--- src/rtl/song_sequencer.sv ---
// rtl/song_sequencer.sv - auto-play note sequencer walking a song ROM
// Emits timed notes with a silent gap between them; pause freezes timing and mutes.
module song_sequencer #(
  parameter int BEAT_CYCLES = 25_000_000,
  parameter int GAP_CYCLES  = 2_500_000,
  parameter int SEL_W       = 2,
  parameter int IDX_W       = 6
) (
  input  logic                   clk,
  input  logic                   rst,
  input  logic                   enable,
  input  logic                   start,
  input  logic                   stop,
  input  logic                   pause,
  input  logic [SEL_W-1:0]       song_sel,
  output logic [SEL_W+IDX_W-1:0] rom_addr,
  input  logic [9:0]             rom_data,
  output logic [3:0]             note,
  output logic [1:0]             octave_auto,
  output logic                   playing,
  output logic                   song_done
);

  localparam int PW = $clog2(BEAT_CYCLES);
  localparam logic [PW-1:0]    PRE_LAST  = PW'(BEAT_CYCLES - 1);
  localparam logic [PW-1:0]    GAP_START = PW'(BEAT_CYCLES - GAP_CYCLES - 1);
  localparam logic [IDX_W-1:0] IDX_LAST  = '1;

  typedef enum logic [2:0] {IDLE, FETCH, PLAY, GAP, DONE} state_t;

  state_t           state, state_nx;
  logic [PW-1:0]    prescaler;
  logic [3:0]       beat_cnt;
  logic [IDX_W-1:0] idx;
  logic [SEL_W-1:0] sel_q;
  logic [3:0]       note_q;
  logic [1:0]       oct_q;
  logic             abort;
  logic             pre_wrap;
  logic [3:0]       rom_note;
  logic [1:0]       rom_oct;
  logic [3:0]       rom_dur;

  assign abort    = stop | ~enable;
  assign pre_wrap = (prescaler == PRE_LAST);
  assign rom_note = rom_data[9:6];
  assign rom_oct  = rom_data[5:4];
  assign rom_dur  = rom_data[3:0];
  assign rom_addr = {sel_q, idx};

  always_ff @(posedge clk) begin
    if (rst) state <= IDLE;
    else     state <= state_nx;
  end

  always_comb begin
    state_nx = state;
    if (abort) begin
      state_nx = IDLE;
    end else begin
      case (state)
        IDLE:    if (start) state_nx = FETCH;
        FETCH:   state_nx = (rom_dur == 4'd0) ? DONE : PLAY;
        PLAY:    if (!pause && beat_cnt == 4'd1 && prescaler == GAP_START) state_nx = GAP;
        GAP:     if (!pause && pre_wrap) state_nx = (idx == IDX_LAST) ? DONE : FETCH;
        DONE:    state_nx = IDLE;
        default: state_nx = IDLE;
      endcase
    end
  end

  // The prescaler keeps running from PLAY into GAP, so GAP ends on its wrap.
  always_ff @(posedge clk) begin
    if (rst || abort) begin
      prescaler <= '0;
      beat_cnt  <= '0;
      idx       <= '0;
      sel_q     <= '0;
      note_q    <= '0;
      oct_q     <= '0;
    end else begin
      case (state)
        IDLE: if (start) begin
          sel_q <= song_sel;
          idx   <= '0;
        end
        FETCH: if (rom_dur != 4'd0) begin
          note_q    <= rom_note[3] ? 4'd0 : rom_note;
          oct_q     <= rom_oct;
          beat_cnt  <= rom_dur;
          prescaler <= '0;
        end
        PLAY: if (!pause) begin
          if (pre_wrap) begin
            prescaler <= '0;
            beat_cnt  <= beat_cnt - 4'd1;
          end else begin
            prescaler <= prescaler + PW'(1);
          end
        end
        GAP: if (!pause) begin
          if (pre_wrap) begin
            prescaler <= '0;
            if (idx != IDX_LAST) idx <= idx + IDX_W'(1);
          end else begin
            prescaler <= prescaler + PW'(1);
          end
        end
        DONE: begin
          prescaler <= '0;
          beat_cnt  <= '0;
          idx       <= '0;
          sel_q     <= '0;
          note_q    <= '0;
          oct_q     <= '0;
        end
        default: ;
      endcase
    end
  end

  always_comb begin
    note        = '0;
    octave_auto = '0;
    playing     = 1'b0;
    song_done   = 1'b0;
    case (state)
      FETCH: playing = 1'b1;
      PLAY: begin
        playing     = 1'b1;
        octave_auto = oct_q;
        if (!pause) note = note_q;
      end
      GAP: begin
        playing     = 1'b1;
        octave_auto = oct_q;
      end
      DONE:    song_done = 1'b1;
      default: ;
    endcase
  end

endmodule

--- config.mk ---
export PLATFORM = sky130hd
export DESIGN_NAME = song_sequencer
export DESIGN_NICKNAME = d
export VERILOG_FILES = /design/src/rtl/song_sequencer.sv
export SDC_FILE = /design/constraint.sdc
export NUM_CORES = 1
export LEC_CHECK = 0
export BUFFER_PORTS_ARGS = -buffer_cell sky130_fd_sc_hd__buf_2
export CORE_ASPECT_RATIO = 0.6
export CORE_UTILIZATION = 24
export CTS_CLUSTER_DIAMETER = 100
export DETAILED_ROUTE_END_ITERATION = 8
export PLACE_DENSITY_LB_ADDON = 0.08
export SLEW_MARGIN = 20
export SYNTH_ARGS = -nofsm -noshare
export SYNTH_HDL_FRONTEND = slang
export SYNTH_SLANG_ARGS = --single-unit
--- constraint.sdc ---
create_clock -name clk -period 5.6 [get_ports clk]
set_input_delay 1.12 -clock clk [delete_from_list [all_inputs] [get_ports clk]]
set_output_delay 1.12 -clock clk [all_outputs]
set_load 0.02 [all_outputs]
==> results.json, run 1 <==
{
  "cts_sinks": 45,
  "synth_cell_types": 73,
  "crit_chain": "nand2b_1 -> nor3_1 -> and2_1 -> buf_2",
  "die-area_sq_mm": 0.01151,
  "nNetsFinal": 357,
  "grt_pass1_vias": 2203,
  "grt_use_total_pct": 14.77,
  "timing.hold.ws_ps": 448.8,
  "drv_slew": 0,
  "syn-cell-area_sq_mm": 0.002658,
  "grt_overflow_total": 0,
  "multi_input_area_sq_mm": 0.001647,
  "port_buffers": 32,
  "postCtsSetupBuffers": 0,
  "ir_worst_vdd_mv": 0.1124,
  "finalNonFillerCells": 474,
  "synth_top_family_by_area": "simple AND/OR/NAND/NOR gates",
  "syn-num-nets": 330,
  "max-cap-violations": 0,
  "synthAdderAreaFrac_pct": 1.883,
  "ctsResizeCount": 0,
  "clk_path_buf_depth": 2,
  "max_stage_delay_ps": 670,
  "antenna_found_initial": 0,
  "async_flop_share_pct": 0,
  "rsz0062_at_grt": "no",
  "regArea_sq_um": 900.9,
  "endpoint_kind": "primary output",
  "grt_pass1_wl_um": 12870,
  "netlist_instances": 308,
  "seq_area_frac_synth_pct": 33.90,
  "synth.area.mux_share_pct": 0.3766,
  "power.density_mw_per_mm2": 214.5,
  "layout_min_cycle_time_ps": 3250,
  "initialDrtViolationCount": 151,
  "die_h_um": 83.51,
  "yosysTopAreaCell": "dfxtp_1",
  "clk-insertion-delay-late_ps": 290,
  "cp_max_fo": 15,
  "yosys-top-cells-area": "dfxtp_1, nor2_1, xor2_1, nand2_1, xnor2_1",
  "htreeDepth": 2,
  "synth_edf_count": 0,
  "synth_xor_area_share_pct": 7.250,
  "hold_path_class": "register to register",
  "grt_max_degree": 26,
  "critPathKind": "register to primary output",
  "cts-root-buf": "clkbuf_16",
  "initial_utilization_pct": 24.91,
  "ant_nets": 0,
  "slew_headroom_pct": 49.06,
  "placedCellCount": 467,
  "mostFrequentLayoutCells": "dfxtp_1, nor2_1, buf_2, nand2_1",
  "dr_total_vias": 2398,
  "die_x_um": 137.9,
  "num_io_pins": 34,
  "final_common_cell": "dfxtp_1",
  "hold-path-cell-count": 2,
  "drive_gt1_share_pct": 20.00,
  "std_cell_rows": 29,
  "outcome": "finished, final reports clean",
  "drc_errors": 0,
  "clock_skew_ps": 7.229,
  "cpMaxStageDelayCell": "dfxtp_1",
  "period_share_pct": 58.03,
  "synth-simple-area-share_pct": 30.23,
  "tritoncts": "yes",
  "r2r.worst_path.cells": 5,
  "ys_seq_elements": 45,
  "place_congestion": 0.7574,
  "vias_per_cell": 5.059,
  "numCtsBuffers": 5,
  "avgSynthCellArea_sq_um": 8.628,
  "clk_pin_slew_ps": 60,
  "critPathRequiredTime_ps": 4480,
  "crit_path_start_kind": "register",
  "core-area_sq_mm": 0.01067,
  "hold_buffers": 0,
  "power_leakage_uw": 0.001071,
  "synthFlopType": "dfxtp_1",
  "drt_wl_total_um": 8009,
  "drt-pass1-iter-count": 5,
  "critPathArrivalTime_ps": 2130,
  "wl_per_cell_um": 16.90,
  "worst_pin_slew_ps": 757.1,
  "place_hpwl_um": 6018,
  "tns_ps": 0,
  "diodes": 0,
  "fillers": 1176,
  "synth-compound-area-share_pct": 21.80,
  "fmax_mhz": 307.7,
  "yosysTopAreaCellShare_pct": 33.90,
  "finalSetupViolCount": 0,
  "ys_warn_count": 0,
  "area_growth_pct": 15.49,
  "hold_viol_final": 0
}
==> critical path: cells and delay by family, from the launching register on <==
| family | cells | cell delay (ps) |
|---|---|---|
| flip-flops | 1 | 670 |
| buffers and inverters | 1 | 160 |
| AND/OR/NAND/NOR | 3 | 1010 |
==> layout make-up <==
class	instances	share of cell area, %
clock buffers	7	4.647
repair buffers	34	5.707
inverters	8	0.9784
multi-input cells	241	53.65
well taps	139	5.667
flip-flops and latches	45	29.35
==> path summary, 6_finish.rpt <==
| check | start | endpoint | slack (ps) |
|---|---|---|---|
| worst max-delay path | state[1] | note[0] | 2350 |
| worst min-delay path | note_q[0] | note_q[0] | 450 |
| worst min register to register | note_q[0] | note_q[0] | 450 |
| worst max register to register | state[1] | prescaler[9] | 2800 |
==> cells by family (layout without fill, tap and decap cells) <==
kind of cell	Yosys count	count (layout)
and+or+nand+nor	140	140
adders and majority gates	4	4
other	1	1
xor gates and xnor gates	22	22
DFF	45	45
muxes	1	1
buffers and inverters	22	49
AOI/OAI and AO/OA	73	73
==> Yosys cell counts, types with 5 or more instances <==
cell	n
dfxtp_1	45
a21oi_1	13
xor2_1	13
o2111ai_1	7
nand3_1	8
o211ai_1	5
nand2_1	30
and3_1	7
a31oi_1	7
nand4_1	8
nor3_1	10
inv_1	8
xnor2_1	9
buf_2	6
nor2_1	40
==> report_power, final <==
group / switching (uW) / internal [uW] / leakage [uW]
Sequential: 1.47 / 321 / 0.000362
Combinational: 20.3 / 12.0 / 0.000638
Clock: 128 / 176 / 0.0000700
==> stage by stage <==
| step | power [uW] | utilization [%] | setup slack [ps] | area [sq um] |
|---|---|---|---|---|
| global route | 685.2 | 28.77 | 2162 | 3069 |
| finish | 658.3 | 28.77 | 2350 | 3069 |
| CTS | 666.4 | 28.70 | 2351 | 3062 |
| floorplan | 348.6 | - | 2905 | 2658 |
| global placement | 361.8 | 27.36 | 2344 | 2919 |
| detailed placement | 361.5 | 27.36 | 2306 | 2919 |
==> flip-flops by register name, summed over array words and instances, names as in the netlist <==
name / flops
beat_cnt: 4
idx: 6
note_q: 3
oct_q: 2
prescaler: 25
sel_q: 2
state: 3
==> layer usage <==
layer	track usage, %	share of wire, %
met4	2.372	0.64
met2	17.50	35
met3	3.947	5.3
met5	0	0
met1	25.05	59
(Power assumes the default switching activity.)
==> inputs of run 2 (changes only) <==
--- a/config.mk
+++ b/config.mk
@@ -5,6 +5,7 @@
 export SDC_FILE = /design/constraint.sdc
 export NUM_CORES = 1
 export LEC_CHECK = 0
+export ABC_AREA = 1
 export BUFFER_PORTS_ARGS = -buffer_cell sky130_fd_sc_hd__buf_2
 export CORE_ASPECT_RATIO = 0.6
 export CORE_UTILIZATION = 24
==> constraint.sdc (replaced) <==
create_clock -name clk -period 3.35 [get_ports clk]
set_input_delay 0.67 -clock clk [delete_from_list [all_inputs] [get_ports clk]]
set_output_delay 0.67 -clock clk [all_outputs]
set_load 0.02 [all_outputs]
==> run 2 against run 1 <==
Net effect: synthesized cell count is 45% higher; clock-buffer cell count fell by 1; die area up 4.4%; critical endpoint unchanged; routed wire length increased by 0.59%; register-to-register slack got worse by 1500 ps; final cell count rose by 34%.
==> results.json, run 2 <==
{
  "wl_per_cell_um": 12.67,
  "async_flop_share_pct": 0,
  "std_cell_rows": 29,
  "yosys-top-cells-area": "dfxtp_1, nand2_1, nor2_1, inv_1, nand3_1",
  "numCtsBuffers": 5,
  "grt_pass1_wl_um": 13220,
  "period_share_pct": 67.05,
  "endpoint_kind": "primary output",
  "power_leakage_uw": 0.001313,
  "hold_path.startpoint": "oct_q[0]",
  "outcome": "finished, final reports clean",
  "place_hpwl_um": 6421,
  "syn-cell-area_sq_mm": 0.002776,
  "grt_use_total_pct": 14.36,
  "avgSynthCellArea_sq_um": 6.225,
  "yosysTopAreaCellShare_pct": 32.45,
  "r2r_start": "prescaler[0]",
  "cts_sinks": 45,
  "drive_gt1_share_pct": 12.27,
  "drv_slew": 0,
  "dr_total_vias": 2765,
  "yosysTopAreaCell": "dfxtp_1",
  "area_growth_pct": 16.54,
  "cp_max_fo": 10,
  "ys_seq_elements": 45,
  "hold_path_class": "register to register",
  "drt-pass1-iter-count": 5,
  "cpLargestDelayFamily": "simple AND/OR/NAND/NOR gates",
  "top_layer_used": "met4",
  "clk_pin_slew_ps": 60,
  "max_stage_delay_ps": 380,
  "dr_wl_met3_um": 452,
  "slew_headroom_pct": 53.58,
  "diodes": 0,
  "core-area_sq_mm": 0.01092,
  "ant_nets": 0,
  "layout_min_cycle_time_ps": 2246,
  "synth_cell_types": 33,
  "seq_area_frac_synth_pct": 32.45,
  "mostFrequentLayoutCells": "nand2_1, nor2_1, inv_1, dfxtp_1, nand3_1",
  "die_h_um": 85.31,
  "largest_reg_flops": 25,
  "fmax_mhz": 445.2,
  "yosysMostFrequentCell": "nand2_1",
  "grt_overflow_total": 0,
  "clk-insertion-delay-late_ps": 290,
  "initialDrtViolationCount": 158,
  "nNetsFinal": 502,
  "syn-num-nets": 468,
  "tritoncts": "yes",
  "synthFlopType": "dfxtp_1",
  "drt_wl_total_um": 8056,
  "drc_errors": 0,
  "cts-root-buf": "clkbuf_16",
  "initial_utilization_pct": 25.42,
  "critPathKind": "register to primary output",
  "wl_met2_um": 2583,
  "finalSetupViolCount": 0,
  "num_io_pins": 34,
  "die_x_um": 140.9,
  "crit_start": "state[1]",
  "ys_warn_count": 0,
  "netlist_instances": 446,
  "ctsResizeCount": 0,
  "antenna_found_initial": 0,
  "port_buffers": 32,
  "crit_chain": "inv_2 -> nor2_4 -> nand2_1 -> nor3_1 -> buf_2",
  "max-cap-violations": 0,
  "cpMaxStageDelayCell": "dfxtp_1",
  "rsz0062_at_grt": "no",
  "clock_skew_ps": 6.242,
  "postCtsSetupBuffers": 0,
  "power.density_mw_per_mm2": 344.8,
  "grt_max_degree": 22,
  "setup_slack_ps": 1104,
  "top_regs": "prescaler (25), idx (6), beat_cnt (4)",
  "final_common_cell": "nand2_1",
  "met1_length_um": 4960,
  "hold_buffers": 0,
  "die-area_sq_mm": 0.01202,
  "crit_path_start_kind": "register",
  "synth_edf_count": 0,
  "ir_worst_vdd_mv": 0.1486,
  "dpl_worst_slack_ps": 955.5,
  "critPathRequiredTime_ps": 2680,
  "top_register": "prescaler",
  "vias_per_cell": 4.347,
  "critPathBufInv": 2,
  "ff2ff_setup_slack_ps": 1310,
  "timing.hold.ws_ps": 455.3,
  "tns_ps": 0,
  "synth_common_cells": "nand2_1, nor2_1, inv_1",
  "hold_viol_final": 0,
  "clk_path_buf_depth": 2,
  "worst_pin_slew_ps": 693.8,
  "grt_pass1_vias": 2532,
  "place_congestion": 0.8731,
  "htreeDepth": 2,
  "critPathArrivalTime_ps": 1580
}
==> run 2: cell types whose count changed in the layout (fill, tap and decap cells not counted), sizes merged, moves of 6 or more <==
cell | previous run | this run
nand2 | 30 | 111
nand3 | 9 | 39
o211ai | 6 | 0
inv | 8 | 63
a21oi | 13 | 24
and3 | 7 | 0
a31oi | 8 | 1
o2111ai | 7 | 0
nor2 | 41 | 82
xnor2 | 9 | 1
==> run 2: where the power goes <==
part / internal, uW / switching [uW]
combinational: 28.5 / 55.8
clock: 275 / 216
sequential: 538 / 3.13
==> run 2: worst register-to-register path, cell delays in order (launching register included) <==
cell and delay [ps]:
dfxtp_1 370, ha_1 180, nand2_1 80, nor2_2 300, nand2_1 90, nor2_1 100, nand3_1 120, nand2_1 390
nand4_1 170, nand2_1 100, inv_1 40
==> run 2: path summary, 6_finish.rpt <==
kind,end,cells after the start
max,note[0],5
min,oct_q[0],2
max reg2reg,state[1],10
min reg2reg,oct_q[0],2
==> run 2: final cells by class <==
type / instances / area, sq um
clock buffers: 6 / 128.9
clock inverters: 2 / 10.01
fillers: 1225 / 7686
inverters: 63 / 236.5
multi-input cells: 329 / 1575
flip-flops and latches: 45 / 900.9
well taps: 155 / 193.9
repair buffers: 36 / 190.2
==> run 2: cells by family (layout without fill, tap and decap cells) <==
logic type | count (synthesis) | in the layout | synth area share [%]
fa+ha+maj | 4 | 4 | 1.803
other cells | 1 | 1 | 0.1351
simple gates | 272 | 272 | 43.62
xor+xnor | 9 | 9 | 2.839
buf+inv | 72 | 107 | 10.82
flops | 45 | 45 | 32.45
compound gates | 43 | 43 | 8.337
==> run 2: per-stage QoR <==
| step | util [%] | power (uW) | instance area, sq um | instances |
|---|---|---|---|---|
| 5_1_grt | 29.63 | 1173 | 3236 | 636 |
| 3_5_place_dp | 28.35 | 637.6 | 3097 | 628 |
| 6_report | 29.63 | 1116 | 3236 | 636 |
| 2_1_floorplan | - | 611.3 | 2776 | 446 |
| 3_3_place_gp | 28.35 | 638.2 | 3097 | 628 |
| 4_1_cts | 29.63 | 1139 | 3236 | 636 |
==> run 2: layer usage <==
layer,vias to the layer above,GRT usage [%]
li1,1485,-
met1,1206,24.34
met2,68,16.69
met3,6,3.442
met4,0,2.964
met5,-,0
